==> config.mk <==
export PLATFORM = sky130hd
export DESIGN_NAME = regfile_write_arbiter
export DESIGN_NICKNAME = d
export VERILOG_FILES = /design/src/rtl/rf_ctrl_pkg.sv /design/src/rtl/rf_wr_fifo.sv /design/src/rtl/regfile_write_arbiter.sv
export SDC_FILE = /design/constraint.sdc
export NUM_CORES = 1
export LEC_CHECK = 0
export ABC_AREA = 1
export CORE_MARGIN = 3
export CORE_UTILIZATION = 35
export CTS_CLUSTER_SIZE = 8
export DETAILED_ROUTE_END_ITERATION = 12
export HOLD_SLACK_MARGIN = 0.05
export SLEW_MARGIN = 25
export SYNTH_ARGS = -nofsm -noshare
export SYNTH_HDL_FRONTEND = slang
export SYNTH_SLANG_ARGS = --single-unit
==> constraint.sdc <==
create_clock -name clk -period 3.3 [get_ports clk]
set_clock_uncertainty 0.1 [all_clocks]
set_input_delay 0.33 -clock clk [delete_from_list [all_inputs] [get_ports clk]]
set_output_delay 0.33 -clock clk [all_outputs]
set_load 0.05 [all_outputs]
==> src/rtl/rf_ctrl_pkg.sv <==
// Shared definitions for the register-file write path: default sizing, field widths,
// the write-request record carried through the MU buffer, and an address range helper.
package rf_ctrl_pkg;

  localparam int unsigned NUM_REGS_DEF   = 16;
  localparam int unsigned FIFO_DEPTH_DEF = 2;
  localparam int unsigned REG_ADDR_W     = 5;
  localparam int unsigned DATA_W         = 32;

  typedef struct packed {
    logic [REG_ADDR_W-1:0] rd;
    logic [DATA_W-1:0]     data;
  } wr_req_t;

  // True when rd names a register that actually exists in the file.
  function automatic logic rd_in_range(input logic [REG_ADDR_W-1:0] rd,
                                       input int unsigned num_regs);
    return 32'(rd) < num_regs;
  endfunction

endpackage

==> src/rtl/rf_wr_fifo.sv <==
// Small FIFO buffering multi-cycle-unit results that lost arbitration.
// Ports:
//   clk_i, rst_ni  clock, asynchronous active-low reset (drops all contents)
//   push_i         write push_req_i at the tail (caller never pushes when full)
//   push_req_i     entry to store
//   pop_i          discard the head entry (caller never pops when empty)
//   head_o         oldest entry, valid while count_o != 0
//   count_o        number of stored entries
module rf_wr_fifo
  import rf_ctrl_pkg::*;
#(
  parameter int unsigned DEPTH = FIFO_DEPTH_DEF,
  localparam int unsigned CntW = $clog2(DEPTH + 1)
) (
  input  logic            clk_i,
  input  logic            rst_ni,
  input  logic            push_i,
  input  wr_req_t         push_req_i,
  input  logic            pop_i,
  output wr_req_t         head_o,
  output logic [CntW-1:0] count_o
);

  localparam int unsigned PtrW = (DEPTH > 1) ? $clog2(DEPTH) : 1;

  wr_req_t         mem_q [DEPTH];
  logic [PtrW-1:0] wr_ptr_q, wr_ptr_d;
  logic [PtrW-1:0] rd_ptr_q, rd_ptr_d;
  logic [CntW-1:0] count_q, count_d;

  function automatic logic [PtrW-1:0] ptr_inc(input logic [PtrW-1:0] ptr);
    return (ptr == PtrW'(DEPTH - 1)) ? '0 : ptr + PtrW'(1);
  endfunction

  always_comb begin
    wr_ptr_d = push_i ? ptr_inc(wr_ptr_q) : wr_ptr_q;
    rd_ptr_d = pop_i  ? ptr_inc(rd_ptr_q) : rd_ptr_q;
    count_d  = count_q;
    if (push_i && !pop_i) begin
      count_d = count_q + CntW'(1);
    end else if (pop_i && !push_i) begin
      count_d = count_q - CntW'(1);
    end
  end

  always_ff @(posedge clk_i or negedge rst_ni) begin
    if (!rst_ni) begin
      wr_ptr_q <= '0;
      rd_ptr_q <= '0;
      count_q  <= '0;
    end else begin
      wr_ptr_q <= wr_ptr_d;
      rd_ptr_q <= rd_ptr_d;
      count_q  <= count_d;
    end
  end

  // Storage needs no reset: entries are only observed while count_q says they are live.
  always_ff @(posedge clk_i) begin
    if (push_i) begin
      mem_q[wr_ptr_q] <= push_req_i;
    end
  end

  assign head_o  = mem_q[rd_ptr_q];
  assign count_o = count_q;

endmodule

==> src/rtl/regfile_write_arbiter.sv <==
// Single-port register-file write arbiter between the pipeline writeback (never stalls)
// and a multi-cycle unit (buffered through rf_wr_fifo), plus a pending-write scoreboard
// that stalls decode on operands still owed by the MU.
// Ports:
//   clk, rst_n                       clock, asynchronous active-low reset
//   wb_valid/wb_rd/wb_data           writeback request (highest priority)
//   mu_issue/mu_issue_rd             MU operation started: mark rd pending
//   mu_valid/mu_ready/mu_rd/mu_data  MU result handshake
//   rs, rt / stall                   decode operands / stall on pending operand
//   rf_reg_write/rf_rd/rf_write_data registered write port to the file
//   err                              sticky protocol error
module regfile_write_arbiter
  import rf_ctrl_pkg::*;
#(
  parameter int unsigned NUM_REGS   = NUM_REGS_DEF,
  parameter int unsigned FIFO_DEPTH = FIFO_DEPTH_DEF
) (
  input  logic                  clk,
  input  logic                  rst_n,
  input  logic                  wb_valid,
  input  logic [REG_ADDR_W-1:0] wb_rd,
  input  logic [DATA_W-1:0]     wb_data,
  input  logic                  mu_issue,
  input  logic [REG_ADDR_W-1:0] mu_issue_rd,
  input  logic                  mu_valid,
  output logic                  mu_ready,
  input  logic [REG_ADDR_W-1:0] mu_rd,
  input  logic [DATA_W-1:0]     mu_data,
  input  logic [REG_ADDR_W-1:0] rs,
  input  logic [REG_ADDR_W-1:0] rt,
  output logic                  stall,
  output logic                  rf_reg_write,
  output logic [REG_ADDR_W-1:0] rf_rd,
  output logic [DATA_W-1:0]     rf_write_data,
  output logic                  err
);

  localparam int unsigned CntW = $clog2(FIFO_DEPTH + 1);

  logic [CntW-1:0]       fifo_count;
  wr_req_t               fifo_head;
  logic                  fifo_push, fifo_pop;
  logic                  wb_ok, grant_fifo, grant_byp, mu_grant, mu_sel_ok, clr_hit, issue_err;
  wr_req_t               mu_sel;
  logic [31:0]           pend_ext;

  logic                  rf_reg_write_q, rf_reg_write_d;
  logic [REG_ADDR_W-1:0] rf_rd_q, rf_rd_d;
  logic [DATA_W-1:0]     rf_write_data_q, rf_write_data_d;
  logic                  err_q, err_d;
  logic [NUM_REGS-1:0]   pending_q, pending_d;

  rf_wr_fifo #(
    .DEPTH (FIFO_DEPTH)
  ) u_fifo (
    .clk_i      (clk),
    .rst_ni     (rst_n),
    .push_i     (fifo_push),
    .push_req_i ({mu_rd, mu_data}),
    .pop_i      (fifo_pop),
    .head_o     (fifo_head),
    .count_o    (fifo_count)
  );

  assign mu_ready = 32'(fifo_count) < FIFO_DEPTH;

  // Arbitration: valid WB, then buffered MU head, then MU input bypass.
  always_comb begin
    wb_ok      = wb_valid & rd_in_range(wb_rd, NUM_REGS);
    grant_fifo = !wb_ok && (fifo_count != '0);
    grant_byp  = !wb_ok && (fifo_count == '0) && mu_valid;
    mu_grant   = grant_fifo | grant_byp;
    mu_sel     = grant_fifo ? fifo_head : wr_req_t'({mu_rd, mu_data});
    mu_sel_ok  = rd_in_range(mu_sel.rd, NUM_REGS);
    fifo_pop   = grant_fifo;
    fifo_push  = mu_valid & mu_ready & !grant_byp;

    rf_reg_write_d  = wb_ok | (mu_grant & mu_sel_ok);
    rf_rd_d         = rf_rd_q;
    rf_write_data_d = rf_write_data_q;
    if (wb_ok) begin
      rf_rd_d         = wb_rd;
      rf_write_data_d = wb_data;
    end else if (mu_grant && mu_sel_ok) begin
      rf_rd_d         = mu_sel.rd;
      rf_write_data_d = mu_sel.data;
    end
  end

  // Scoreboard. Clears are applied first so a same-cycle issue to the same rd wins.
  always_comb begin
    pend_ext  = 32'(pending_q);
    pending_d = pending_q;
    issue_err = 1'b0;
    clr_hit   = mu_grant & mu_sel_ok & (mu_sel.rd == mu_issue_rd);
    for (int i = 0; i < NUM_REGS; i++) begin
      if (mu_grant && mu_sel_ok && (mu_sel.rd == REG_ADDR_W'(i))) begin
        pending_d[i] = 1'b0;
      end
    end
    if (mu_issue) begin
      if (!rd_in_range(mu_issue_rd, NUM_REGS)) begin
        issue_err = 1'b1;
      end else begin
        // Re-issue is legal only when the previous owner retires in this same cycle.
        issue_err = pend_ext[mu_issue_rd] & !clr_hit;
        for (int i = 0; i < NUM_REGS; i++) begin
          if (mu_issue_rd == REG_ADDR_W'(i)) begin
            pending_d[i] = 1'b1;
          end
        end
      end
    end
    err_d = err_q | issue_err | (wb_valid & !wb_ok) | (mu_grant & !mu_sel_ok);
  end

  assign stall = pend_ext[rs] | pend_ext[rt];

  always_ff @(posedge clk or negedge rst_n) begin
    if (!rst_n) begin
      rf_reg_write_q  <= 1'b0;
      rf_rd_q         <= '0;
      rf_write_data_q <= '0;
      err_q           <= 1'b0;
      pending_q       <= '0;
    end else begin
      rf_reg_write_q  <= rf_reg_write_d;
      rf_rd_q         <= rf_rd_d;
      rf_write_data_q <= rf_write_data_d;
      err_q           <= err_d;
      pending_q       <= pending_d;
    end
  end

  assign rf_reg_write  = rf_reg_write_q;
  assign rf_rd         = rf_rd_q;
  assign rf_write_data = rf_write_data_q;
  assign err           = err_q;

endmodule
==> results.yml <==
status:
  status: "finished, final reports clean"
placement:
  dp_hpwl_um: 12600
  io_buffer_count: 134
  dp_cells: 1002
  gp_routability_congestion: 0.881
  place_area_um2: 7840
cts:
  clkLatencyLatePin_ps: 410
  post_cts.resized_instances: 0
  ctsHtreeMaxLevel: 4
  holdBufCountCts: 1
  clock_path_buffers: 2
  cts_buffers: 17
  post-cts-setup-buffers: 0
  cts.sinks: 133
  clk_root_buffer_cell: "clkbuf_16"
  clk_transition_reported_paths_ps: 60
  cts_tree: "yes"
cells_and_area:
  fillCellCount: 1602
  layout-drive-gt1-share_pct: 8.27
  final_cells: 1036
  layout.core_utilization_pct: 48.7
  layout-area-overhead-vs-synth_pct: 35.6
  final_nets: 892
  final_area_um2: 8450
sta:
  relSlewSlack_pct: 52.4
  timing.fmax_ghz: 0.344
  whs_ps: 378
  timing_hold_violations_final: 0
  unrepaired_setup_endpoints_after_global_routing: "no"
  setup_total_negative_slack_ps: 0
  pins_over_slew_limit: 0
  setup-violations-final: 0
  slew_of_the_pin_with_the_lowest_slew_margin_ps: 707
  period_needed_ps: 2910
  post-route-period-util_pct: 88.2
pwr:
  p_leak_nw: 3.41
  p_sw_share_pct: 41.8
  pwr_density_cell_nw_per_um2: 935
  comb_power_share_pct: 43.0
  worst_ir_drop_vdd_mv: 0.469
  power.net_switching_mw: 3.31
  clock_power_share_pct: 24.5
  power.internal_mw: 4.60
  power.sequential.fraction_pct: 32.5
critical_path:
  r2r-end: "pending_q[8]$_DFF_PN0_"
  critical_path.endpoint_type: "output port"
  critical_path.max_fanout: 13
  reg2regPathDepth: 9
  critical_path_arrival_ps: 2480
  required_ps: 2870
  startpoint_of_the_lowest_slack_register_to_register_path: "u_fifo.count_o[0]$_DFFE_PN0P_"
  rrSetupSlack_ps: 660
  critical_path.startpoint_type: "input port"
  criticalPathCategory: "input port to output port"
floorplanning:
  die_x_um: 139
  die_h_um: 139
  placement_rows: 48
  die_area_um2: 19500
  initial_core_utilization_pct: 35.9
  num_io_pins: 135
  design.core.area_um2: 17400
global_routing:
  first_global_vias: 5557
  grt_util_all_layers_pct: 18.8
  use_met3_pct: 4.09
  grt_antenna_before_repair: 1
  met2_use_gr_pct: 32.4
  global_route.peak_usage_layer: "met2"
  grt_start_max_net_pins: 45
  grt_pass1_wl_um: 29200
  grt_util_met1_pct: 23.6
  globalRouteOverflowTotal: 0
yosys:
  combined_area_of_all_synthesized_cells_um2: 6230
  ys.warnings.count: 0
  seq_area_frac_synth_pct: 59.3
  synth_area_per_cell_um2: 9.39
  synthesis.nets: 759
  netlist_instances: 664
  yosys_register_bits: 133
  synth.distinct_cells: 32
detailed_routing:
  detailedRoute.firstIterationViolations: 364
  first_pass_iters: 5
  finalWirelength_um: 17900
  num_vias: 5362
  routed_via_density: 5.18
  drt-wirelength-per-cell_um: 17.3
  drc: 0
  ant_nets: 0
flow_run:
  max_cap_viol_count: 0
hold_path:
  worstHoldPathType: "input port to async pin"
[cell usage in the layout (no fill, tap or decap), types with 2 or more instances in the layout]
master and n:
o31ai_1 2, buf_4 10, nor2_4 6, clkbuf_1 6, nor2_1 26, clkinv_4 2, inv_2 8, a21oi_1 16
clkdlybuf4s50_1 133, o21ai_2 2, edfxtp_1 74, o21ai_0 52, nand2_1 201, o2111ai_1 32, nand2_4 5, nand3_1 80
xor2_1 2, clkbuf_16 17, bufinv_16 4, buf_12 2, dfrtp_1 59, nand2_2 6, inv_1 36, nor2_2 2
o21ai_1 13, nand3b_1 2
[area by class of cell]
cell class / instances / area [µm²] / area share (%)
Clock buffer: 23 / 448 / 5.30
Tap cell: 225 / 282 / 3.33
Sequential cell: 133 / 3700 / 43.8
Clock inverter: 9 / 154 / 1.82
Inverter: 44 / 165 / 1.95
Antenna cell: 1 / 2.50 / 0.0296
Multi-Input combinational cell: 455 / 2250 / 26.6
Timing Repair Buffer: 146 / 1460 / 17.2
[state kept, by name (all words and copies together) (netlist names)]
| signal | cells |
|---|---|
| u_fifo.mem_q | 74 |
| rf_write_data | 32 |
| pending_q | 16 |
| rf_rd | 5 |
| u_fifo.count_o | 2 |
| err | 1 |
| rf_reg_write | 1 |
| u_fifo.rd_ptr_q | 1 |
| u_fifo.wr_ptr_q | 1 |
[cell families after synthesis]
group,Yosys count,share of synthesized area [%]
AO/OA/AOI/OAI,120,12.0
XOR/XNOR,3,0.422
adder cells (fa/ha/maj),1,0.201
AND/OR/NAND/NOR,331,23.1
flip-flops,133,59.3
buffers and inverters,76,4.96
[cell usage after synthesis (all sizes together)]
| library cell | number | area, µm² |
|---|---|---|
| nand2 | 212 | 848 |
| nand3 | 80 | 400 |
| edfxtp | 74 | 2220 |
| o21ai | 68 | 359 |
| dfrtp | 59 | 1480 |
| inv | 44 | 165 |
| nor2 | 34 | 158 |
| o2111ai | 32 | 280 |
| clkbuf | 18 | 67.6 |
| a21oi | 16 | 80.1 |
| buf | 14 | 76.3 |
| nand3b | 2 | 15.0 |
| o31ai | 2 | 15.0 |
| xor2 | 2 | 17.5 |
| ha | 1 | 12.5 |
| nand4 | 1 | 6.26 |
| nor3 | 1 | 5.00 |
| o211ai | 1 | 7.51 |
| o21bai | 1 | 7.51 |
| or2 | 1 | 6.26 |
| xnor2 | 1 | 8.76 |
[power by group through the flow]
| stage | Combinational (mW) | Sequential (mW) | Clock (mW) |
|---|---|---|---|
| CTS | 3.43 | 2.57 | 1.98 |
| global placement | 3.35 | 2.59 | 0 |
| floorplan | 1.49 | 3.31 | 0 |
| global route | 3.70 | 2.62 | 2.05 |
| finish | 3.40 | 2.57 | 1.94 |
| detailed placement | 3.42 | 2.59 | 0 |
[routing by layer]
metal	wire length, µm	share of wire [%]
met4	369	2.1
met5	0	0
met1	7500	42
met2	9110	51
met3	962	5.4
[worst max-delay path by stage]
stage	from	end	slack, ps	cells after the start
after floorplan	wb_valid	u_fifo.mem_q[1][0]$_DFFE_PP_	490	4
after global placement	rt[0]	stall	490	8
after detailed placement	rt[0]	stall	410	8
after CTS	rt[0]	stall	410	8
after global routing	rs[0]	stall	200	9
final	rs[0]	stall	390	9
[stage by stage]
stage / total power, mW / setup slack (ps)
final: 7.91 / 390
after global routing: 8.37 / 204
after floorplan: 4.80 / 494
after detailed placement: 6.00 / 413
after CTS: 7.97 / 413
after global placement: 5.94 / 493
[worst max-delay path, cell delays in order]
cell             delay (ps)
clkdlybuf4s50_1         570
inv_1                   200
nor2_1                   80
o21ai_0                 220
nand2_1                  80
nand3_1                  70
nand3b_1                 80
nand2_1                  60
clkdlybuf4s50_1         790
(Power assumes the default switching activity.)
